==> src/rtl/id_ex_hazard_ctrl.sv <==
// -----------------------------------------------------------------------------
// id_ex_hazard_ctrl
//
// Purpose:
//   Hazard and flow controller for the front of the pipeline. It compares the
//   source registers of the instruction in ID against the destination of the
//   instruction in EX. From that comparison and the EX control fields it
//   produces the hold, bubble and flush commands for the PC, IF/ID and ID/EX
//   registers. The hazards handled are load-use, taken branch/jump, memory
//   back-pressure and HLT.
//
// Configuration:
//   FLUSH_CYCLES        cycles of IF/ID flush + ID/EX bubble per taken branch
//                       (1..15)
//   CNT_W               width of the performance counters
//   HAZARD_PERF_CNT_EN  macro; when defined, stall_cnt/flush_cnt count events.
//                       When undefined, both outputs are tied to 0.
//
// Ports:
//   clk, rst_n          clock, asynchronous active-low reset
//   ID_src_reg1/2       source registers of the ID instruction
//   ID_src1/2_used      ID instruction actually reads that source
//   EX_dst_reg          destination register of the EX instruction
//   EX_wb_we            EX instruction writes the register file
//   EX_wb_mem_sel       EX instruction is a load
//   EX_branch_taken     EX redirects the PC
//   EX_hlt              EX instruction is HLT
//   mem_busy            data memory stall, freezes the whole pipe
//   pc_hold, if_id_hold, if_id_flush, id_ex_hold, id_ex_bubble
//                       per-stage flow commands (combinational)
//   halted              sticky halt indication (registered)
//   stall_cnt           cycles with load-use stall or mem_busy freeze
//   flush_cnt           cycles with if_id_flush asserted
// -----------------------------------------------------------------------------
module id_ex_hazard_ctrl #(
  parameter int FLUSH_CYCLES = 1,
  parameter int CNT_W        = 16
) (
  input  logic             clk,
  input  logic             rst_n,
  input  logic [4:0]       ID_src_reg1,
  input  logic [4:0]       ID_src_reg2,
  input  logic             ID_src1_used,
  input  logic             ID_src2_used,
  input  logic [4:0]       EX_dst_reg,
  input  logic             EX_wb_we,
  input  logic             EX_wb_mem_sel,
  input  logic             EX_branch_taken,
  input  logic             EX_hlt,
  input  logic             mem_busy,
  output logic             pc_hold,
  output logic             if_id_hold,
  output logic             if_id_flush,
  output logic             id_ex_hold,
  output logic             id_ex_bubble,
  output logic             halted,
  output logic [CNT_W-1:0] stall_cnt,
  output logic [CNT_W-1:0] flush_cnt
);

  typedef enum logic [1:0] {
    ST_RUN   = 2'd0,
    ST_FLUSH = 2'd1,
    ST_HALT  = 2'd2
  } state_t;

  // Remaining flush cycles after the one in which the branch is seen in EX.
  localparam logic [3:0] FL_INIT = 4'(FLUSH_CYCLES - 1);

  state_t     r_state;
  logic [3:0] r_fl_cnt;
  logic       r_halted;

  logic w_lu;
  logic w_lu_stall;
  logic w_pc_hold;
  logic w_if_id_hold;
  logic w_if_id_flush;
  logic w_id_ex_hold;
  logic w_id_ex_bubble;

  // Load-use hazard: a load in EX whose destination matches a source that
  // the ID instruction actually reads. r0 is hard-wired, so it never hazards.
  assign w_lu = EX_wb_mem_sel & EX_wb_we & (EX_dst_reg != 5'd0) &
                ((ID_src1_used & (ID_src_reg1 == EX_dst_reg)) |
                 (ID_src2_used & (ID_src_reg2 == EX_dst_reg)));

  // Flow commands, evaluated in strict priority order.
  always_comb begin
    w_pc_hold      = 1'b0;
    w_if_id_hold   = 1'b0;
    w_if_id_flush  = 1'b0;
    w_id_ex_hold   = 1'b0;
    w_id_ex_bubble = 1'b0;
    w_lu_stall     = 1'b0;
    if (rst_n) begin
      if (r_state == ST_HALT) begin
        w_pc_hold      = 1'b1;
        w_if_id_hold   = 1'b1;
        w_id_ex_bubble = 1'b1;
      end else if (mem_busy) begin
        // Full freeze: nothing moves, so nothing may be flushed or bubbled.
        w_pc_hold    = 1'b1;
        w_if_id_hold = 1'b1;
        w_id_ex_hold = 1'b1;
      end else if (EX_hlt) begin
        w_pc_hold      = 1'b1;
        w_if_id_hold   = 1'b1;
        w_id_ex_bubble = 1'b1;
      end else if ((r_state == ST_FLUSH) || EX_branch_taken) begin
        // PC is loading the branch target, so it must not be held.
        w_if_id_flush  = 1'b1;
        w_id_ex_bubble = 1'b1;
      end else if (w_lu) begin
        // One bubble is enough: next cycle EX holds it and lu drops.
        w_pc_hold      = 1'b1;
        w_if_id_hold   = 1'b1;
        w_id_ex_bubble = 1'b1;
        w_lu_stall     = 1'b1;
      end
    end
  end

  assign pc_hold      = w_pc_hold;
  assign if_id_hold   = w_if_id_hold;
  assign if_id_flush  = w_if_id_flush;
  assign id_ex_hold   = w_id_ex_hold;
  assign id_ex_bubble = w_id_ex_bubble;
  assign halted       = r_halted;

  // State machine. mem_busy freezes both the state and the flush countdown,
  // so a branch or HLT waiting in EX is handled once the memory is ready.
  always_ff @(posedge clk or negedge rst_n) begin
    if (!rst_n) begin
      r_state  <= ST_RUN;
      r_fl_cnt <= 4'd0;
      r_halted <= 1'b0;
    end else begin
      case (r_state)
        ST_RUN: begin
          if (!mem_busy) begin
            if (EX_hlt) begin
              r_state  <= ST_HALT;
              r_halted <= 1'b1;
            end else if (EX_branch_taken && (FLUSH_CYCLES > 1)) begin
              r_state  <= ST_FLUSH;
              r_fl_cnt <= FL_INIT;
            end
          end
        end
        ST_FLUSH: begin
          if (!mem_busy) begin
            if (EX_hlt) begin
              r_state  <= ST_HALT;
              r_halted <= 1'b1;
              r_fl_cnt <= 4'd0;
            end else if (r_fl_cnt <= 4'd1) begin
              r_state  <= ST_RUN;
              r_fl_cnt <= 4'd0;
            end else begin
              r_fl_cnt <= r_fl_cnt - 4'd1;
            end
          end
        end
        ST_HALT: begin
          // Only reset leaves HALT.
          r_halted <= 1'b1;
        end
        default: begin
          r_state  <= ST_RUN;
          r_fl_cnt <= 4'd0;
        end
      endcase
    end
  end

`ifdef HAZARD_PERF_CNT_EN
  logic [CNT_W-1:0] r_stall_cnt;
  logic [CNT_W-1:0] r_flush_cnt;
  logic             w_stall_evt;

  // A mem_busy cycle counts as a stall even without a load-use hazard.
  // Cycles spent halted are not counted.
  assign w_stall_evt = (r_state != ST_HALT) && (mem_busy || w_lu_stall);

  // Both counters saturate at all-ones instead of wrapping.
  always_ff @(posedge clk or negedge rst_n) begin
    if (!rst_n) begin
      r_stall_cnt <= '0;
      r_flush_cnt <= '0;
    end else begin
      if (w_stall_evt && (r_stall_cnt != {CNT_W{1'b1}}))
        r_stall_cnt <= r_stall_cnt + 1'b1;
      if (w_if_id_flush && (r_flush_cnt != {CNT_W{1'b1}}))
        r_flush_cnt <= r_flush_cnt + 1'b1;
    end
  end

  assign stall_cnt = r_stall_cnt;
  assign flush_cnt = r_flush_cnt;
`else
  // The stall qualifier only feeds the counters.
  logic w_unused_lu_stall;
  assign w_unused_lu_stall = w_lu_stall;

  assign stall_cnt = '0;
  assign flush_cnt = '0;
`endif

endmodule

==> config.mk <==
export PLATFORM = sky130hd
export DESIGN_NAME = id_ex_hazard_ctrl
export DESIGN_NICKNAME = d
export VERILOG_FILES = /design/src/rtl/id_ex_hazard_ctrl.sv
export SDC_FILE = /design/constraint.sdc
export NUM_CORES = 1
export LEC_CHECK = 0
export ABC_AREA = 0
export ABC_CLOCK_PERIOD_IN_PS = 3030
export CORE_MARGIN = 2
export CORE_UTILIZATION = 26
export DETAILED_ROUTE_END_ITERATION = 16
export PLACE_DENSITY_LB_ADDON = 0.25
export REMOVE_ABC_BUFFERS = 1
export SYNTH_ARGS = -nofsm -noshare
export SYNTH_HDL_FRONTEND = slang
export SYNTH_SLANG_ARGS = --single-unit
==> constraint.sdc <==
create_clock -name clk -period 3.03 [get_ports clk]
set_input_delay 0.909 -clock clk [delete_from_list [all_inputs] [get_ports clk]]
set_output_delay 0.909 -clock clk [all_outputs]
set_load 0.005 [all_outputs]
==> results of run 1 <==
cells in the mapped netlist:
cell,number,area [sq um]
a21o_1,1,7.51
a32oi_1,1,8.76
and2_0,1,6.26
and3_1,1,6.26
buf_4,33,248
conb_1,1,3.75
dfrtp_1,2,50.1
inv_1,2,7.51
nand2b_1,1,6.26
nand3_1,1,5.00
nand3b_1,1,7.51
nor2_1,1,3.75
nor3_1,1,5.00
nor4_1,2,12.5
o21ai_0,1,5.00
o22ai_1,1,6.26
o311a_1,1,10.0
o311ai_0,1,8.76
or2_2,1,6.26
or3_1,1,6.26
xnor2_1,2,17.5
xor2_1,8,70.1
power by group through the flow:
stage / combinational (mW) / sequential [mW] / clock [mW]
floorplan: 0.0235 / 0.0272 / 0
global placement: 0.0677 / 0.0272 / 0
detailed placement: 0.0682 / 0.0272 / 0
CTS: 0.0614 / 0.0269 / 0.0618
global route: 0.0714 / 0.0269 / 0.0655
finish: 0.0615 / 0.0269 / 0.0580
worst max path at each step:
stage / end / slack (ns) / cells after the start
floorplan: if_id_hold / 0.37 / 4
global placement: id_ex_bubble / -0.65 / 6
detailed placement: id_ex_bubble / -0.67 / 6
CTS: if_id_hold / 0.01 / 6
global route: if_id_hold / 0.01 / 7
finish: if_id_flush / 0.09 / 3
stage by stage:
step | util | std cells | hold WS [ns] | TNS, ns
2_1_floorplan | - | 63 | 0.465 | 0
3_3_place_gp | 0.404 | 120 | 0.456 | -2.09
3_5_place_dp | 0.404 | 120 | 0.462 | -2.18
4_1_cts | 0.412 | 124 | 0.478 | 0
5_1_grt | 0.412 | 124 | 0.496 | 0
6_report | 0.412 | 124 | 0.477 | 0
repair_timing:
action                                  in CTS  in global routing
pin swaps                                   11                  1
resized for setup                           47                  0
setup buffers                                2                  0
endpoints found under the setup margin       5                  2
metal layers:
layer / wire [um] / track usage / vias up
met4: 0 / 0.0486 / 0
met3: 108 / 0.0111 / 0
li1: - / - / 218
met1: 375 / 0.0819 / 189
met2: 639 / 0.166 / 33
met5: 0 / 0 / -
layout by cell type, fill, tap and decap left out, types with 2 or more instances in the layout:
cell type,Yosys,layout
buf_4,33,4
buf_2,0,5
clkdlybuf4s50_1,0,9
conb_1,1,32
clkbuf_4,0,3
clkdlybuf4s15_1,0,6
inv_1,2,2
xor2_1,8,8
dlygate4sd2_1,0,8
xnor2_1,2,2
dfrtp_1,2,2
state kept, by name, summed over array words and instances (netlist names):
register,flops
halted,1
r_state,1
kinds of logic (layout without fill, tap and decap cells):
logic type,count (synthesis),after routing,share of synthesized area
compound gates,6,6,0.0911
simple gates,11,11,0.128
xor+xnor,10,10,0.172
other cells,1,32,0.00738
flops,2,2,0.0985
buf+inv,35,38,0.502
layout make-up:
| class | count | area share |
|---|---|---|
| multi-input combinational | 59 | 0.458 |
| timing repair buffer | 33 | 0.390 |
| sequential | 2 | 0.0681 |
| tap | 25 | 0.0426 |
| clock buffer | 3 | 0.0307 |
| inverter | 2 | 0.0102 |
==> summary.md, run 1 <==
| Metric | Value |
|---|---|
| Outcome | finished, final reports clean |
| Final Power | 0.146 mW |
| GRT Total Usage | 0.0844 |
| Max-Cap Viols | 0 |
| Final wirelength | 1.12 mm |
| Worst path buffer plus inverter count | 2 |
| Post-synthesis cell type count | 22 |
| Fin nets | 125 |
| Startpoint Class | input pin |
| Initial core utilization | 0.285 |
| Vias in the first global route | 349 |
| Die span in y | 48.2 um |
| Synthesized area | 508 sq um |
| DPL Wire Length | 979 um |
| Detailed Routing Iterations Pass 1 | 1 |
| Setup Viol. Count Final | 0 |
| Number of DRC markers in iteration 0 | 0 |
| GPL Wtd Cong | 0.608 |
| Worst hold stages | 1 |
| Final Hold Vio Count | 0 |
| Leak pwr | 0.360 nW |
| Reg2reg setup slack | 2.07 ns |
| Fill cells | 209 |
| Area Overhead vs Synth | 44.6% |
| Sw frac | 0.296 |
| CP cell instances | clkdlybuf4s50_1 -> and3_1 -> clkdlybuf4s50_1 |
| Setup ws final | 0.0925 ns |
| Synth Register Bits | 2 |
| Largest net degree at the start of global routing | 7 |
| DR DRC count | 0 |
| Post-route antenna net violation count | 0 |
| First-pass GRT wire length | 1.35 mm |
| Hold_sp | halted$_DFFE_PN0P_ |
| RSZ-0062 raised after global routing | false |
| DIE WIDTH | 48.2 um |
| Hold endpoint | halted$_DFFE_PN0P_ |
| Final worst path period share | 0.969 |
| Data required, critical path | 2.12 ns |
| Clock-pin slew on the worst setup and hold paths | 0.03 ns |
| Wire per inst | 9.06 um |
| R2r endpoint | halted$_DFFE_PN0P_ |
| Vias per cell | 3.55 |
| CTS Buf Count | 3 |
| Critical Path Max Stage Delay | 0.49 ns |
| DP Area | 721 sq um |
| Via count | 440 |
| IO Port Bufs | 29 |
| Boundary pin count | 62 |
| Seq/Total Area, Yosys | 0.0985 |
| Initial antenna violation count | 0 |
| Critical R2R Launch | r_state[1]$_DFFE_PN0P_ |
| Clock Sinks | 2 |
| Clock Skew | 0.000433 ns |
| Most Frequent Cell on Critical Path | clkdlybuf4s50_1 |
| Worst Setup End Kind | output port |
| Die Area | 2320 sq um |
| Post-layout min period | 2.94 ns |
| Worst r2r path cells | 2 |
| Total grt overflow | 0 |
| CP Max Fanout | 3 |
| Worst VDD drop | 0.162 mV |
| Register area | 50.0 sq um |
| CP Launch Point | EX_branch_taken |
| Final Instance Area | 734 sq um |
| Core ar. | 1780 sq um |
| Row cnt | 15 |
| CTS tree | yes |
| Multi-input logic area | 337 sq um |
| Count of pins over their slew limit | 0 |
| Fmax | 0.340 GHz |
| Clk pwr share | 0.396 |
| CP arrival | 2.03 ns |
| Syn Inst Count | 65 |
| CTS HTree Levels | 1 |
| Dpl ws | -0.669 ns |
| Power share of the combinational group | 0.420 |
| Hold buffer count at cts | 0 |
| Worst-skew pair later-pin latency | 0.22 ns |
| Clock root buffer master | clkbuf_4 |
| Slowest CP cell | clkdlybuf4s50_1 |
| Top Family by Delay on Critical Path | buffers and inverters |
| YS warnings | 0 |
| HP Class | reg -> reg |
| Synth Area per Inst | 7.82 sq um |
| Diode count | 0 |
| Max Root-Sink Buffers | 2 |
| Share of layout cells above drive strength 1 | 0.172 |
| Design internal power | 0.103 mW |
| Net Switching | 0.0433 mW |
| WS Path Type | in -> out |
| Power Density | 199 nW/um^2 |
| Flop pwr share | 0.184 |
(Power assumes the default switching activity.)
==> run 2, diff against run 1 <==
RECOVER_POWER = 100   (was default)
SKIP_LAST_GASP = 1   (was default)
==> summary.md, run 2 (synthesis gave the netlist of run 1 again) <==
| Metric | Value |
|---|---|
| Total grt overflow | 0 (unchanged) |
| Commonest non-fill, non-tap cell in the layout | conb_1 |
| IO Port Bufs | 29 (unchanged) |
| Fill cells | 209 (unchanged) |
| CP arrival | 2.03 ns (about the same) |
| Leak pwr | 0.357 nW (-0.92%) |
| Clock Sinks | 2 (unchanged) |
| WS Path Type | in -> out |
| Count of pins over their slew limit | 0 (unchanged) |
| Clock root buffer master | clkbuf_4 |
| Share of layout cells above drive strength 1 | 0.162 (-0.0101) |
| HP Class | reg -> reg |
| Final Power | 0.146 mW (-0.43%) |
| Sw frac | 0.297 (+0.00103) |
| Detailed Routing Iterations Pass 1 | 1 (unchanged) |
| Fmax | 0.340 GHz (about the same) |
| Core ar. | 1780 sq um (unchanged) |
| Power share of the combinational group | 0.418 (-0.002) |
| Worst Setup End Kind | output port |
| CP Max Fanout | 3 (unchanged) |
| Final worst path period share | 0.969 (about the same) |
| Outcome | finished, final reports clean |
| GPL Wtd Cong | 0.608 (unchanged) |
| Post-route antenna net violation count | 0 (unchanged) |
| Die Area | 2320 sq um (unchanged) |
| Startpoint Class | input pin |
| Final wirelength | 1.12 mm (about the same) |
| DIE WIDTH | 48.2 um (unchanged) |
| Data required, critical path | 2.12 ns (about the same) |
| Via count | 440 (unchanged) |
| CTS Buf Count | 3 (unchanged) |
| Diode count | 0 (unchanged) |
| Worst-skew pair later-pin latency | 0.22 ns (about the same) |
| Post-layout min period | 2.94 ns (-0.0000231 ns) |
| CTS tree | yes |
| Initial antenna violation count | 0 (unchanged) |
| Setup ws final | 0.0925 ns (+0.0000231 ns) |
| Max-Cap Viols | 0 (unchanged) |
| Clk pwr share | 0.398 (+0.002) |
| Final Hold Vio Count | 0 (unchanged) |
| Commonest cells after routing, fill and taps aside | 32 x conb_1, 8 x xor2_1, 8 x dlygate4sd2_1, 7 x clkdlybuf4s50_1, 6 x clkdlybuf4s15_1 |
| Die span in y | 48.2 um (unchanged) |
| Flop pwr share | 0.185 (about the same) |
| First-pass GRT wire length | 1.35 mm (unchanged) |
| CTS HTree Levels | 1 (unchanged) |
| Fin nets | 125 (unchanged) |
| DPL Wire Length | 979 um (unchanged) |
| Number of DRC markers in iteration 0 | 0 (unchanged) |
| Largest net degree at the start of global routing | 7 (unchanged) |
| Clock Skew | 0.000430 ns (-0.00000228 ns) |
| Net Switching | 0.0433 mW (about the same) |
| Wire per inst | 9.05 um (about the same) |
| RSZ-0062 raised after global routing | false |
| DR DRC count | 0 (unchanged) |
| Design internal power | 0.103 mW (-0.58%) |
| Boundary pin count | 62 (unchanged) |
| Dpl ws | -0.669 ns (unchanged) |
| Initial core utilization | 0.285 (unchanged) |
| Max Root-Sink Buffers | 2 (unchanged) |
| Row cnt | 15 (unchanged) |
| Area Overhead vs Synth | 43.8% |
| Power Density | 200 nW/um^2 (about the same) |
| Clock-pin slew on the worst setup and hold paths | 0.03 ns (about the same) |
| GRT Total Usage | 0.0844 (unchanged) |
| Setup Viol. Count Final | 0 (unchanged) |
| Vias in the first global route | 349 (unchanged) |
| Vias per cell | 3.55 (unchanged) |
| Worst VDD drop | 0.162 mV (about the same) |
## run 2: metal layers
| metal | wire length, um | global-route usage | part of all wire | vias to the layer above |
|---|---|---|---|---|
| met1 | 374 | 0.0819 | 0.33 | 189 |
| met3 | 108 | 0.0111 | 0.096 | 0 |
| li1 | - | - | - | 218 |
| met5 | 0 | 0 | 0 | - |
| met4 | 0 | 0.0486 | 0 | 0 |
| met2 | 639 | 0.166 | 0.57 | 33 |
## run 2: layout make-up
type | instances | area (sq um) | area share
Sequential cell | 2 | 50.0 | 0.0685
Multi-Input combinational cell | 59 | 337 | 0.461
Clock buffer | 3 | 22.5 | 0.0308
Tap cell | 25 | 31.3 | 0.0428
Timing Repair Buffer | 33 | 283 | 0.387
Inverter | 2 | 7.51 | 0.0103
## run 2: path summary, 6_finish.rpt
| path | startpoint | end | slack, ns | cells past startpoint |
|---|---|---|---|---|
| hold / removal | halted$_DFFE_PN0P_ | halted$_DFFE_PN0P_ | 0.47 | 1 |
| max in group asynchronous | rst_n | halted$_DFFE_PN0P_ | 2.10 | 2 |
| setup / recovery | EX_branch_taken | if_id_flush | 0.09 | 3 |
| min in group asynchronous | rst_n | r_state[1]$_DFFE_PN0P_ | 0.80 | 2 |
| setup reg to reg | r_state[1]$_DFFE_PN0P_ | halted$_DFFE_PN0P_ | 2.07 | 2 |
| hold reg to reg | halted$_DFFE_PN0P_ | halted$_DFFE_PN0P_ | 0.47 | 1 |
## run 2: power groups by stage
stage          logic [mW]  registers (mW)  clock network (mW)
3_5_place_dp       0.0682          0.0272                   0
6_report           0.0609          0.0269              0.0580
4_1_cts            0.0614          0.0269              0.0618
3_3_place_gp       0.0677          0.0272                   0
5_1_grt            0.0708          0.0269              0.0655
2_1_floorplan      0.0235          0.0272                   0
## run 2: timing repair
| action | in CTS | in global routing |
|---|---|---|
| pin swaps | 11 | 1 |
| buffers inserted | 2 | 0 |
| setup endpoints to repair | 5 | 2 |
| resized for setup | 47 | 0 |
| hold buffers | 0 | 0 |
## run 2: worst max-delay path, stage by stage
cell,delay [ns]
clkdlybuf4s50_1,0.48
and3_1,0.15
clkdlybuf4s50_1,0.49
## run 2: metrics by stage
stage	std cells	TNS, ns	hold slack (ns)	cell area (sq um)	util
after detailed placement	120	-2.18	0.462	721	0.404
after global placement	120	-2.09	0.456	721	0.404
after CTS	124	0	0.478	734	0.412
after global routing	124	0	0.491	731	0.410
after floorplan	63	0	0.465	377	-
final	124	0	0.471	731	0.410
